--- src/rtl/bp_pkg.sv ---
// Shared definitions for the branch-predictor miss statistics block.
//   ID_W        : branch ID width, matches the predictor's branchID
//   rd_state_e  : read-port FSM states
//   sat_inc     : saturating increment for any counter width up to 64 bits
package bp_pkg;

  localparam int unsigned ID_W = 3;

  typedef enum logic [1:0] {
    StIdle,
    StFetch,
    StDone
  } rd_state_e;

  // Increment value, holding at the all-ones value of a width-bit counter.
  function automatic logic [63:0] sat_inc(input logic [63:0] value, input int unsigned width);
    logic [63:0] max_val;
    max_val = (width >= 64) ? '1 : ((64'd1 << width) - 64'd1);
    return (value >= max_val) ? max_val : value + 64'd1;
  endfunction

endpackage

--- src/rtl/bp_sat_counter.sv ---
// Width-parameterised saturating event counter.
//   clk   : clock
//   reset : synchronous, active-high; zeroes the count
//   clear : synchronous clear, lower priority than reset, higher than inc
//   inc   : add one this edge, holding at all-ones
//   count : registered count
module bp_sat_counter #(
  parameter int unsigned W = 16
) (
  input  logic         clk,
  input  logic         reset,
  input  logic         clear,
  input  logic         inc,
  output logic [W-1:0] count
);
  import bp_pkg::*;

  logic [W-1:0] count_q, count_d;

  always_comb begin
    count_d = count_q;
    if (clear) begin
      count_d = '0;
    end else if (inc) begin
      count_d = W'(sat_inc(64'(count_q), W));
    end
  end

  always_ff @(posedge clk) begin
    if (reset) begin
      count_q <= '0;
    end else begin
      count_q <= count_d;
    end
  end

  assign count = count_q;

endmodule

--- src/rtl/bp_miss_stats.sv ---
// Miss statistics monitor for the 1-bit branch history predictor.
// Pairs each branch event with the predictor's registered miss one cycle
// later, keeps per-ID and global branch/miss counts, raises a sticky alarm
// when a fixed event window holds too many misses, and serves per-ID counts
// through a req/ack read port.
//   clk, reset               : clock, synchronous active-high reset
//   br_valid, br_id          : branch event presented to the predictor
//   miss                     : predictor miss, valid one cycle after br_valid
//   clear                    : synchronous clear of counters, window and alarm
//   rd_req, rd_id            : read request (accepted only when idle)
//   rd_ack                   : one-cycle pulse, rd_total/rd_misses valid
//   rd_total, rd_misses      : per-ID counts for the accepted rd_id
//   total_branches/misses    : global counts
//   alarm                    : sticky window miss-rate alarm
module bp_miss_stats #(
  parameter int unsigned NUM_IDS      = 8,
  parameter int unsigned ID_W         = bp_pkg::ID_W,
  parameter int unsigned CNT_W        = 16,
  parameter int unsigned GCNT_W       = 24,
  parameter int unsigned WIN          = 64,
  parameter int unsigned ALARM_THRESH = 16
) (
  input  logic              clk,
  input  logic              reset,
  input  logic              br_valid,
  input  logic [ID_W-1:0]   br_id,
  input  logic              miss,
  input  logic              clear,
  input  logic              rd_req,
  input  logic [ID_W-1:0]   rd_id,
  output logic              rd_ack,
  output logic [CNT_W-1:0]  rd_total,
  output logic [CNT_W-1:0]  rd_misses,
  output logic [GCNT_W-1:0] total_branches,
  output logic [GCNT_W-1:0] total_misses,
  output logic              alarm
);
  import bp_pkg::*;

  // win_miss may reach WIN, so one bit wider than log2(WIN).
  localparam int unsigned WinW = $clog2(WIN) + 1;

  // Alignment stage: miss arriving now belongs to the event registered here.
  logic            s1_valid_q;
  logic [ID_W-1:0] s1_id_q;
  logic            commit;

  always_ff @(posedge clk) begin
    if (reset) begin
      s1_valid_q <= 1'b0;
      s1_id_q    <= '0;
    end else begin
      s1_valid_q <= br_valid;
      s1_id_q    <= br_id;
    end
  end

  // Out-of-range IDs are dropped from every count, including the window.
  assign commit = s1_valid_q && (32'(s1_id_q) < NUM_IDS);

  // Per-ID counters.
  logic [CNT_W-1:0] tot_cnt [NUM_IDS];
  logic [CNT_W-1:0] mis_cnt [NUM_IDS];

  for (genvar i = 0; i < NUM_IDS; i++) begin : g_id
    logic hit;
    assign hit = commit && (32'(s1_id_q) == i);

    bp_sat_counter #(.W(CNT_W)) u_tot (
      .clk  (clk),
      .reset(reset),
      .clear(clear),
      .inc  (hit),
      .count(tot_cnt[i])
    );

    bp_sat_counter #(.W(CNT_W)) u_mis (
      .clk  (clk),
      .reset(reset),
      .clear(clear),
      .inc  (hit && miss),
      .count(mis_cnt[i])
    );
  end

  // Global counters keep running even when a per-ID counter has saturated.
  bp_sat_counter #(.W(GCNT_W)) u_gtot (
    .clk  (clk),
    .reset(reset),
    .clear(clear),
    .inc  (commit),
    .count(total_branches)
  );

  bp_sat_counter #(.W(GCNT_W)) u_gmis (
    .clk  (clk),
    .reset(reset),
    .clear(clear),
    .inc  (commit && miss),
    .count(total_misses)
  );

  // Window miss-rate alarm.
  logic [WinW-1:0] win_cnt_q, win_cnt_d, win_cnt_inc;
  logic [WinW-1:0] win_miss_q, win_miss_d, win_miss_inc;
  logic            alarm_q, alarm_d;

  always_comb begin
    win_cnt_d    = win_cnt_q;
    win_miss_d   = win_miss_q;
    alarm_d      = alarm_q;
    win_cnt_inc  = win_cnt_q + WinW'(1);
    win_miss_inc = win_miss_q;
    if (miss && (32'(win_miss_q) < WIN)) begin
      win_miss_inc = win_miss_q + WinW'(1);
    end

    if (clear) begin
      win_cnt_d  = '0;
      win_miss_d = '0;
      alarm_d    = 1'b0;
    end else if (commit) begin
      if (32'(win_cnt_inc) == WIN) begin
        // The closing event's own miss counts toward this window.
        if (32'(win_miss_inc) >= ALARM_THRESH) begin
          alarm_d = 1'b1;
        end
        win_cnt_d  = '0;
        win_miss_d = '0;
      end else begin
        win_cnt_d  = win_cnt_inc;
        win_miss_d = win_miss_inc;
      end
    end
  end

  always_ff @(posedge clk) begin
    if (reset) begin
      win_cnt_q  <= '0;
      win_miss_q <= '0;
      alarm_q    <= 1'b0;
    end else begin
      win_cnt_q  <= win_cnt_d;
      win_miss_q <= win_miss_d;
      alarm_q    <= alarm_d;
    end
  end

  assign alarm = alarm_q;

  // Read port FSM. FETCH samples the counters as they stand before the edge,
  // so a commit or clear on that same edge is not reflected in the result.
  rd_state_e        state_q, state_d;
  logic [ID_W-1:0]  rd_id_q, rd_id_d;
  logic [CNT_W-1:0] rd_total_q, rd_total_d;
  logic [CNT_W-1:0] rd_misses_q, rd_misses_d;
  logic             rd_ack_q, rd_ack_d;

  always_comb begin
    state_d     = state_q;
    rd_id_d     = rd_id_q;
    rd_total_d  = rd_total_q;
    rd_misses_d = rd_misses_q;
    rd_ack_d    = 1'b0;
    unique case (state_q)
      StIdle: begin
        if (rd_req) begin
          rd_id_d = rd_id;
          state_d = StFetch;
        end
      end
      StFetch: begin
        if (32'(rd_id_q) < NUM_IDS) begin
          rd_total_d  = tot_cnt[rd_id_q];
          rd_misses_d = mis_cnt[rd_id_q];
        end else begin
          rd_total_d  = '0;
          rd_misses_d = '0;
        end
        rd_ack_d = 1'b1;
        state_d  = StDone;
      end
      StDone: begin
        state_d = StIdle;
      end
      default: begin
        state_d = StIdle;
      end
    endcase
  end

  always_ff @(posedge clk) begin
    if (reset) begin
      state_q     <= StIdle;
      rd_id_q     <= '0;
      rd_total_q  <= '0;
      rd_misses_q <= '0;
      rd_ack_q    <= 1'b0;
    end else begin
      state_q     <= state_d;
      rd_id_q     <= rd_id_d;
      rd_total_q  <= rd_total_d;
      rd_misses_q <= rd_misses_d;
      rd_ack_q    <= rd_ack_d;
    end
  end

  assign rd_ack    = rd_ack_q;
  assign rd_total  = rd_total_q;
  assign rd_misses = rd_misses_q;

endmodule
--- config.mk ---
export PLATFORM = sky130hd
export DESIGN_NAME = bp_miss_stats
export DESIGN_NICKNAME = d
export VERILOG_FILES = /design/src/rtl/bp_pkg.sv /design/src/rtl/bp_sat_counter.sv /design/src/rtl/bp_miss_stats.sv
export SDC_FILE = /design/constraint.sdc
export NUM_CORES = 1
export LEC_CHECK = 0
export BUFFER_PORTS_ARGS = -buffer_cell sky130_fd_sc_hd__buf_2
export CAP_MARGIN = 20
export CORE_UTILIZATION = 60
export DETAILED_ROUTE_END_ITERATION = 8
export PLACE_DENSITY_LB_ADDON = 0.3
export SETUP_SLACK_MARGIN = 0.4
export SLEW_MARGIN = 20
export SYNTH_ARGS = -nofsm -noshare
export SYNTH_HDL_FRONTEND = slang
export SYNTH_SLANG_ARGS = --single-unit
--- constraint.sdc ---
create_clock -name clk -period 2.16 [get_ports clk]
set_input_delay 0.108 -clock clk [delete_from_list [all_inputs] [get_ports clk]]
set_output_delay 0.108 -clock clk [all_outputs]
set_load 0.02 [all_outputs]
# --- Word level (Yosys, flattened, before mapping) ---
# Cells that the tools add are included.
classes:
  add_sub_neg: 20
  n_mul: 0
  div: 0
  order_cmp: 21
  eq_ne: 10
  shifts: 0
  n_mux: 30
  n_bitwise: 1
  n_reduce_logical: 23
op_table:
  columns: ["op", "n"]
  rows:
  - ["$mux W16", 20]
  - ["$add A16 B1 Y16 const B", 16]
  - ["$ge A16 B16 Y1 const B", 16]
  - ["$bmux W16 S3", 2]
  - ["$add A24 B1 Y24 const B", 2]
  - ["$ge A24 B24 Y1 const B", 2]
  - ["$mux W24", 2]
  - ["$mux W7", 3]
  - ["$logic_and A1 B1 Y1", 18]
  - ["$add A7 B1 Y7 const B", 2]
  - ["$eq A3 B3 Y1 const B", 4]
  - ["$eq A7 B7 Y1 const B", 1]
  - ["$ge A7 B5 Y1 const B", 1]
  - ["$lt A7 B7 Y1 const B", 1]
  - ["$eq A3 B2 Y1 const B", 2]
  - ["$ge A4 B4 Y1 const B", 1]
  - ["$not A3 Y4", 1]
  - ["$pmux W2 S2", 1]
  - ["$eq A3 B1 Y1 const B", 1]
  - ["$logic_not A3 Y1", 1]
  - ["$reduce_and A3 Y1", 1]
  - ["$eq A2 B1 Y1 const B", 1]
  - ["$logic_not A2 Y1", 1]
  - ["$mux W2", 1]
  - ["other kinds (4)", 4]
word_totals:
  register_bits: 361
  latch_bits: 0
  mem_bits_rw: 0
  mem_bits_ro: 0
  inputBits: 12
  out_inout_bits: 82
  wordCells: 133
  mem_count: 0

# --- Depth between registers and ports, before layout ---
# Gate-level depths: netlist of the first run.
logic_depth:
  ltp_word: 5
  depth_mapped: 8
  mapped_depth_nobuf: 6

# --- Modules after synthesis ---
# Synthesis of the first run repeated with hierarchy kept, for this count alone.
hier_totals:
  hier_cells: 1952
  hier_area_um2: 19125.8
modules_own_cells:
  columns: ["mod", "instances", "cells_each", "area_each_um2", "seq_area_each_um2"]
  rows:
  - ["bp_sat_counter at g_id[0].u_mis ...", 16, 82, 779.5, 320.3]
  - ["bp_miss_stats", 1, 360, 4286.6, 1141.1]
  - ["bp_sat_counter at u_gmis ...", 2, 140, 1183.6, 480.5]

# --- Worst setup path after synthesis of the first run ---
# OpenSTA, ideal clock, no wires.
synth_timing:
  path_kind: "register -> register"
  start: "reg u_gtot.count_q[4] (netlist: u_gtot.count[4])"
  end: "reg u_gtot.count_q[10] (netlist: u_gtot.count[10])"
  setup_ns: 0.070
  t_arrival_ns: 1.882
  required_ns: 2.090
  slack_ns: 0.207
  path_stages_with_launch: 8
  period_less_slack_ns: 1.953
  path_cell_list: "dfxtp_1 nand4_1 or2_0 buf_2 or4_1 buf_2 buf_6 a21oi_1"
synth_between:
  elab_chain_cells: 2
  elab_cells_between_ends: 3
synth_lines:
  columns: ["item", "line", "text"]
  rows:
  - ["start, declared", "bp_sat_counter.sv:18", "logic [W-1:0] count_q, count_d;"]
  - ["start signal, assigned", "bp_sat_counter.sv:33", "count_q <= count_d;"]
  - ["$add A24 B1 Y24 or $ge A24 B24 Y1 (tied branches)", "bp_pkg.sv:19", "return (value >= max_val) ? max_val : value + 64'd1;"]
  - ["$mux W24 (*)", "bp_pkg.sv:19", null]
# Mark *: on every way between the ends. The rest lies on a longest branch, timed or not.
# A chain may end at the register's enable or synchronous reset.

# --- Final worst setup path of the first run ---
layout_timing:
  start: "reg s1_id_q[0]"
  end: "reg g_id[4].u_tot.count_q[0]"
layout_between:
  elab_chain_cells: 2
layout_lines:
  columns: ["item", "line", "text"]
  rows:
  - ["start, declared", "bp_miss_stats.sv:45", "logic [ID_W-1:0] s1_id_q;"]
  - ["start signal, assigned", "bp_miss_stats.sv:54", "s1_id_q <= br_id;"]
  - ["$eq A3 B3 Y1", "bp_miss_stats.sv:67", "assign hit = commit && (32'(s1_id_q) == i);"]
  - ["$logic_and A1 B1 Y1", "bp_miss_stats.sv:67", null]
  - ["end signal, assigned", "bp_sat_counter.sv:33", null]
  - ["end, declared", "bp_sat_counter.sv:18", null]
# Every way passes these cells.

==> impl_metrics.tcl, run 1 <==
set metrics [dict create \
    slew_headroom_pct 59.8 \
    synthDominantCellAreaShare_pct 39.4 \
    grt_pass1_vias 15800 \
    synth_edf_count 0 \
    cp-end-kind "flip-flop" \
    synthFlopType "dfxtp_1" \
    crit_slowest_cell "dfxtp_4" \
    maxCapViolations 0 \
    skew_ps 17.9 \
    clockBufferDepth 3 \
    netlist_area_um2 18400 \
    drc_errors 0 \
    fin_crit_ps 1880 \
    irDropWorstVdd_v 0.000784 \
    fill_cells 1819 \
    ios 94 \
    postSynth.asyncResetShare_pct 0 \
    mostFrequentLayoutCells "dfxtp_1, nor2_1, buf_4" \
    cp_num_buf_inv 3 \
    crit_cells 8 \
    register_area_um2 7370 \
    min_from "reset" \
    cp.arrival_ps 2330 \
    yosys_warnings 0 \
    rows 63 \
    r2r_slack_ps 280 \
    crit_path_start "s1_id_q[0]$_SDFF_PP0_" \
    netlist_instances 2032 \
    antenna_found_initial 0 \
    io_buffer_count 93 \
    grt_use_total_pct 31.8 \
    clk_latency_ps 540 \
    crit_required_ps 2610 \
    timing.rr.start "s1_id_q[0]$_SDFF_PP0_" \
    p_per_area_nw_per_um2 613 \
    power_leakage_nw 8.18 \
    drtIter0Drc 2028 \
    wl_um 56300 \
    antenna_cells 0 \
    fin_nets 2264 \
    mostFrequentLayoutCell "dfxtp_1" \
    cts.sinks 361 \
    ys_seq_area_share_pct 39.4 \
    worstSetupEndpoint "g_id[4].u_tot.count[0]$_SDFFE_PP0P_" \
    crit_type "flip-flop to flip-flop" \
    cp_top_family "simple AND/OR/NAND/NOR gates" \
    areaGrowthSynthToFinish_pct 26.6 \
    cp_max_fo 6 \
    tightest_slew_ps 601 \
    hold_violations 0 \
    grt_max_degree 95 \
    rr_worst_depth 8 \
    final_cell_count_no_fill 2648 \
    fin_tns_setup_ps 0 \
    multi_input_area_um2 11800 \
    routed_via_density 6.69 \
    rr_endpoint "g_id[4].u_tot.count[0]$_SDFFE_PP0P_" \
    fin_util_pct 77.8 \
    yosysTopAreaCell "dfxtp_1" \
    die_h_um 177 \
    dr.pass1.iters 6 \
    max_freq_mhz 532 \
    drt-wirelength-per-cell_um 21.3 \
    cpMostUsedCell "buf_4" \
    clk_pin_slew_ps 60 \
    place.gp.congestion 0.934 \
    status "finished, final reports clean" \
    gr-total-overflow 0 \
    place.detailed.hpwl_um 33400 \
    max_stage_delay_ps 390 \
    syn_area_per_cell_um2 9.03 \
    dpl_cell_area_um2 19500 \
    cts_made_buffers 39 \
    period_share_pct 87.0 \
    grt_setup_unrepaired "yes" \
    die_w_um 177 \
    syn-num-nets 2064 \
    start_util_pct 61.5 \
    drive_above_1_share_pct 31.6 \
    via_count 17700 \
    design_area_um2 23300 \
    cp-start-kind "flip-flop" \
    placed_cells 2461 \
    dieArea_um2 31300 \
    path_cells "buf_4, nor4bb_4, buf_4, and3_4, and2b_2, nand3_4, buf_8, a21oi_2" \
    root_buffer "clkbuf_16" \
    detail-route-antenna-nets 0 \
    synth_cell_types 67 \
    ys_seq_elements 361 \
    maxSlewViolCount 0 \
    coreArea_um2 29900 \
    htree_levels 2 \
    setup_viol 0 \
    grt_first_pass_wirelength_um 80300 \
    cts_tree "built" \
    hold_class "primary input to flip-flop" \
    synth_top_cells_by_area "dfxtp_1, mux4_2, xnor2_1" \
]
power breakdown:
| part | total (mW) | internal, mW | leakage, nW | switching, mW |
|---|---|---|---|---|
| clock | 6.67 | 3.94 | 0.622 | 2.73 |
| combinational | 0.823 | 0.341 | 4.61 | 0.481 |
| sequential | 6.75 | 6.69 | 2.95 | 0.0559 |
sequential cells by signal, indices dropped and copies added, names as in the netlist:
name and flops:
rd_total 16, win_miss_q 7, g_id.u_mis.count 128, state_q 2, alarm 1, u_gmis.count 24, rd_id_q 3, s1_id_q 3
rd_misses 16, commit 1, win_cnt_q 7, u_gtot.count 24, g_id.u_tot.count 128, rd_ack 1
worst reg2reg max path: stages, from the launching register on:
cell,delay [ps]
dfxtp_4,390
buf_4,150
nor4bb_4,270
buf_4,180
and3_4,190
and2b_2,220
nand3_4,100
buf_8,160
a21oi_2,130
logic make-up (layout without fill, tap and decap cells):
| family | count (synthesis) | in the layout | synth area share, % |
|---|---|---|---|
| fa+ha+maj | 20 | 20 | 1.36 |
| compound gates | 431 | 431 | 14.2 |
| flops | 361 | 361 | 39.4 |
| simple gates | 802 | 807 | 23.5 |
| buf+inv | 144 | 365 | 3.34 |
| xor+xnor | 156 | 156 | 7.44 |
| mux | 118 | 118 | 10.8 |
metrics by stage:
| stage | power [mW] | setup WS [ps] | hold slack, ps |
|---|---|---|---|
| after detailed placement | 7.54 | 24.6 | 347 |
| after global routing | 14.6 | 173 | 48.3 |
| after floorplan | 7.35 | 398 | 236 |
| after CTS | 14.2 | 299 | 21.3 |
| final | 14.2 | 281 | 50.7 |
| after global placement | 7.53 | 139 | 347 |
cell type report:
class | count | area share, %
tap | 390 | 2.10
sequential | 361 | 31.7
multi-input combinational | 1532 | 50.9
inverter | 29 | 0.468
clock inverter | 7 | 0.301
timing repair buffer | 269 | 9.40
clock buffer | 60 | 5.16
repair_timing:
| action | 4_1_cts | 5_1_grt |
|---|---|---|
| setup endpoints to repair | 265 | 248 |
| hold buffers | 8 | 0 |
| pin swaps | 37 | 103 |
| buffers inserted | 43 | 57 |
| hold endpoints to repair | 13 | 0 |
| gates cloned | 8 | 4 |
| resized for setup | 112 | 249 |
layer usage:
layer,global-route usage (%),vias to the layer above,share of wire (%)
li1,-,7991,-
met1,41.4,8585,39
met5,0,-,0
met3,4.19,208,7.9
met2,52.3,934,48
met4,15.1,0,5.1
cell usage after synthesis (10+ instances only):
cell type / count
mux4_2: 64
nor4_1: 20
o21ai_0: 110
a21oi_1: 131
xnor2_1: 85
a211oi_1: 58
and2_1: 22
xor2_1: 71
dfxtp_1: 361
inv_1: 29
nor2_1: 181
nand4_1: 64
or3_1: 11
ha_1: 20
nor3_1: 81
and4_1: 30
nor2b_1: 16
nand3_1: 112
mux2i_1: 54
a21oi_2: 10
nand2_1: 128
buf_1: 10
and3_1: 70
buf_2: 32
a31oi_1: 69
a311oi_1: 11
clkbuf_1: 66
how the worst min path moves through the flow:
| stage | cells past startpoint | endpoint | slack [ps] |
|---|---|---|---|
| after floorplan | 1 | commit$_SDFF_PP0_ | 240 |
| after global placement | 2 | s1_id_q[0]$_SDFF_PP0_ | 350 |
| after CTS | 4 | g_id[5].u_mis.count[0]$_SDFFE_PP0P_ | 20 |
| after detailed placement | 2 | s1_id_q[0]$_SDFF_PP0_ | 350 |
| after global routing | 4 | g_id[2].u_mis.count[6]$_SDFFE_PP0P_ | 50 |
| final | 4 | g_id[2].u_mis.count[6]$_SDFFE_PP0P_ | 50 |
No activity file was read; power rests on OpenSTA's default activity.
==> inputs of run 2 (changes only) <==
Settings changed: CORE_UTILIZATION 60 to 45.
==> impl_metrics.tcl, run 2 (synthesis gave the netlist of run 1 again) <==
set metrics [dict create \
    die_h_um 204 \
    rows 73 \
    slew_headroom_pct 60.6 \
    mostFrequentLayoutCells "dfxtp_1, nor2_1, buf_4" \
    status "finished, final reports clean" \
    clockBufferDepth 3 \
    cp.arrival_ps 2280 \
    skew_ps 29.1 \
    hold_depth 4 \
    grt_use_total_pct 23.6 \
    power_mw 14.2 \
    ios 94 \
    place.detailed.hpwl_um 34600 \
    drtIter0Drc 1378 \
    gr-total-overflow 0 \
    rr_worst_depth 7 \
    detail-route-antenna-nets 0 \
    via_count 16900 \
    io_buffer_count 93 \
    crit_required_ps 2580 \
    tightest_slew_ps 589 \
    final_cell_count_no_fill 2784 \
    grtUsageMet3_pct 3.73 \
    clk_latency_ps 570 \
    met1_usage_pct 31.8 \
    grt_max_degree 71 \
    cp-start-kind "flip-flop" \
    drt-wirelength-per-cell_um 18.9 \
    die_w_um 204 \
    design_area_um2 23300 \
    placed_cells 2596 \
    power_leakage_nw 8.21 \
    max_freq_mhz 536 \
    areaGrowthSynthToFinish_pct 26.9 \
    htree_levels 2 \
    holdWs_ps 151 \
    max_stage_delay_ps 390 \
    grt_first_pass_wirelength_um 79800 \
    mostFrequentLayoutCell "dfxtp_1" \
    hold_violations 0 \
    crit_slowest_cell "or3_4" \
    drive_above_1_share_pct 30.4 \
    antenna_found_initial 0 \
    crit_type "flip-flop to flip-flop" \
    dpl_cell_area_um2 19700 \
    fin_tns_setup_ps 0 \
    grt_pass1_vias 15100 \
    antenna_cells 0 \
    drc_errors 0 \
    grtUsageMet2_pct 38.5 \
    wl_um 52700 \
    p_per_area_nw_per_um2 609 \
    maxSlewViolCount 0 \
    dr.pass1.iters 5 \
    hold_class "primary input to flip-flop" \
    root_buffer "clkbuf_16" \
    dieArea_um2 41600 \
    period_share_pct 86.3 \
    path_cells "buf_4, or2_4, or3_4, buf_12, nor3_4, xnor2_1, o21ai_1" \
    routed_via_density 6.07 \
    fin_nets 2265 \
    cp-end-kind "flip-flop" \
    fin_crit_ps 1860 \
    grt_setup_unrepaired "yes" \
    clk_pin_slew_ps 60 \
    cts.sinks 361 \
    setup_viol 0 \
    place.gp.congestion 0.877 \
    busiest_layer "met2" \
    start_util_pct 45.9 \
    cts_made_buffers 41 \
    coreArea_um2 40000 \
    maxCapViolations 0 \
    cp_max_fo 9 \
    irDropWorstVdd_v 0.000472 \
    cts_tree "built" \
]
[run 2: stage by stage]
step / utilization [%] / setup WS (ps)
2_1_floorplan: - / 398
3_5_place_dp: 49.1 / -46.3
4_1_cts: 54.6 / 327
6_report: 58.2 / 296
3_3_place_gp: 49.1 / 61.9
5_1_grt: 58.2 / 206
[run 2: what timing repair did]
action	CTS	global route
setup endpoints to repair	251	258
cloned	6	6
buffers inserted	42	54
endpoints found under the hold margin	22	0
pin swaps	35	76
hold buffers	11	0
resized for setup	108	216
[run 2: routing by layer]
| metal | share of wire [%] | vias to the layer above | routed length [um] |
|---|---|---|---|
| met5 | 0 | - | 0 |
| met3 | 6.2 | 122 | 3260 |
| li1 | - | 7967 | - |
| met2 | 47 | 603 | 25000 |
| met1 | 43 | 8205 | 22500 |
| met4 | 3.7 | 0 | 1940 |
[run 2: final timing paths]
check                                     from                              endpoint  slack, ps
setup / recovery         s1_id_q[1]$_SDFF_PP0_  g_id[4].u_mis.count[11]$_SDFFE_PP0P_        300
hold / removal                            miss            win_miss_q[1]$_SDFFE_PP0P_        150
setup reg to reg         s1_id_q[1]$_SDFF_PP0_  g_id[4].u_mis.count[11]$_SDFFE_PP0P_        300
hold reg to reg   u_gtot.count[0]$_SDFFE_PP0P_          u_gtot.count[0]$_SDFFE_PP0P_        470
[run 2: area by class of cell]
cell class              instances  area, um^2
clock buffers                  63        1230
clock inverters                 6        37.5
fillers                      3345       16700
inverters                      29         109
multi-input cells            1533       11800
flip-flops and latches        361        7350
well taps                     525         657
repair buffers                267        2110
[run 2: worst max-delay path, delay by kind of cell, from the launching register on]
family,cells,cell delay (ps)
AOI/OAI and AO/OA,1,90
xor gates and xnor gates,1,160
buffers and inverters,2,300
DFF,1,380
and+or+nand+nor,3,790
[run 2: power breakdown]
group          internal, mW  total [mW]  switching, mW
Sequential             6.70        6.75         0.0469
Clock                  3.90        6.65           2.76
Combinational         0.320       0.778          0.457
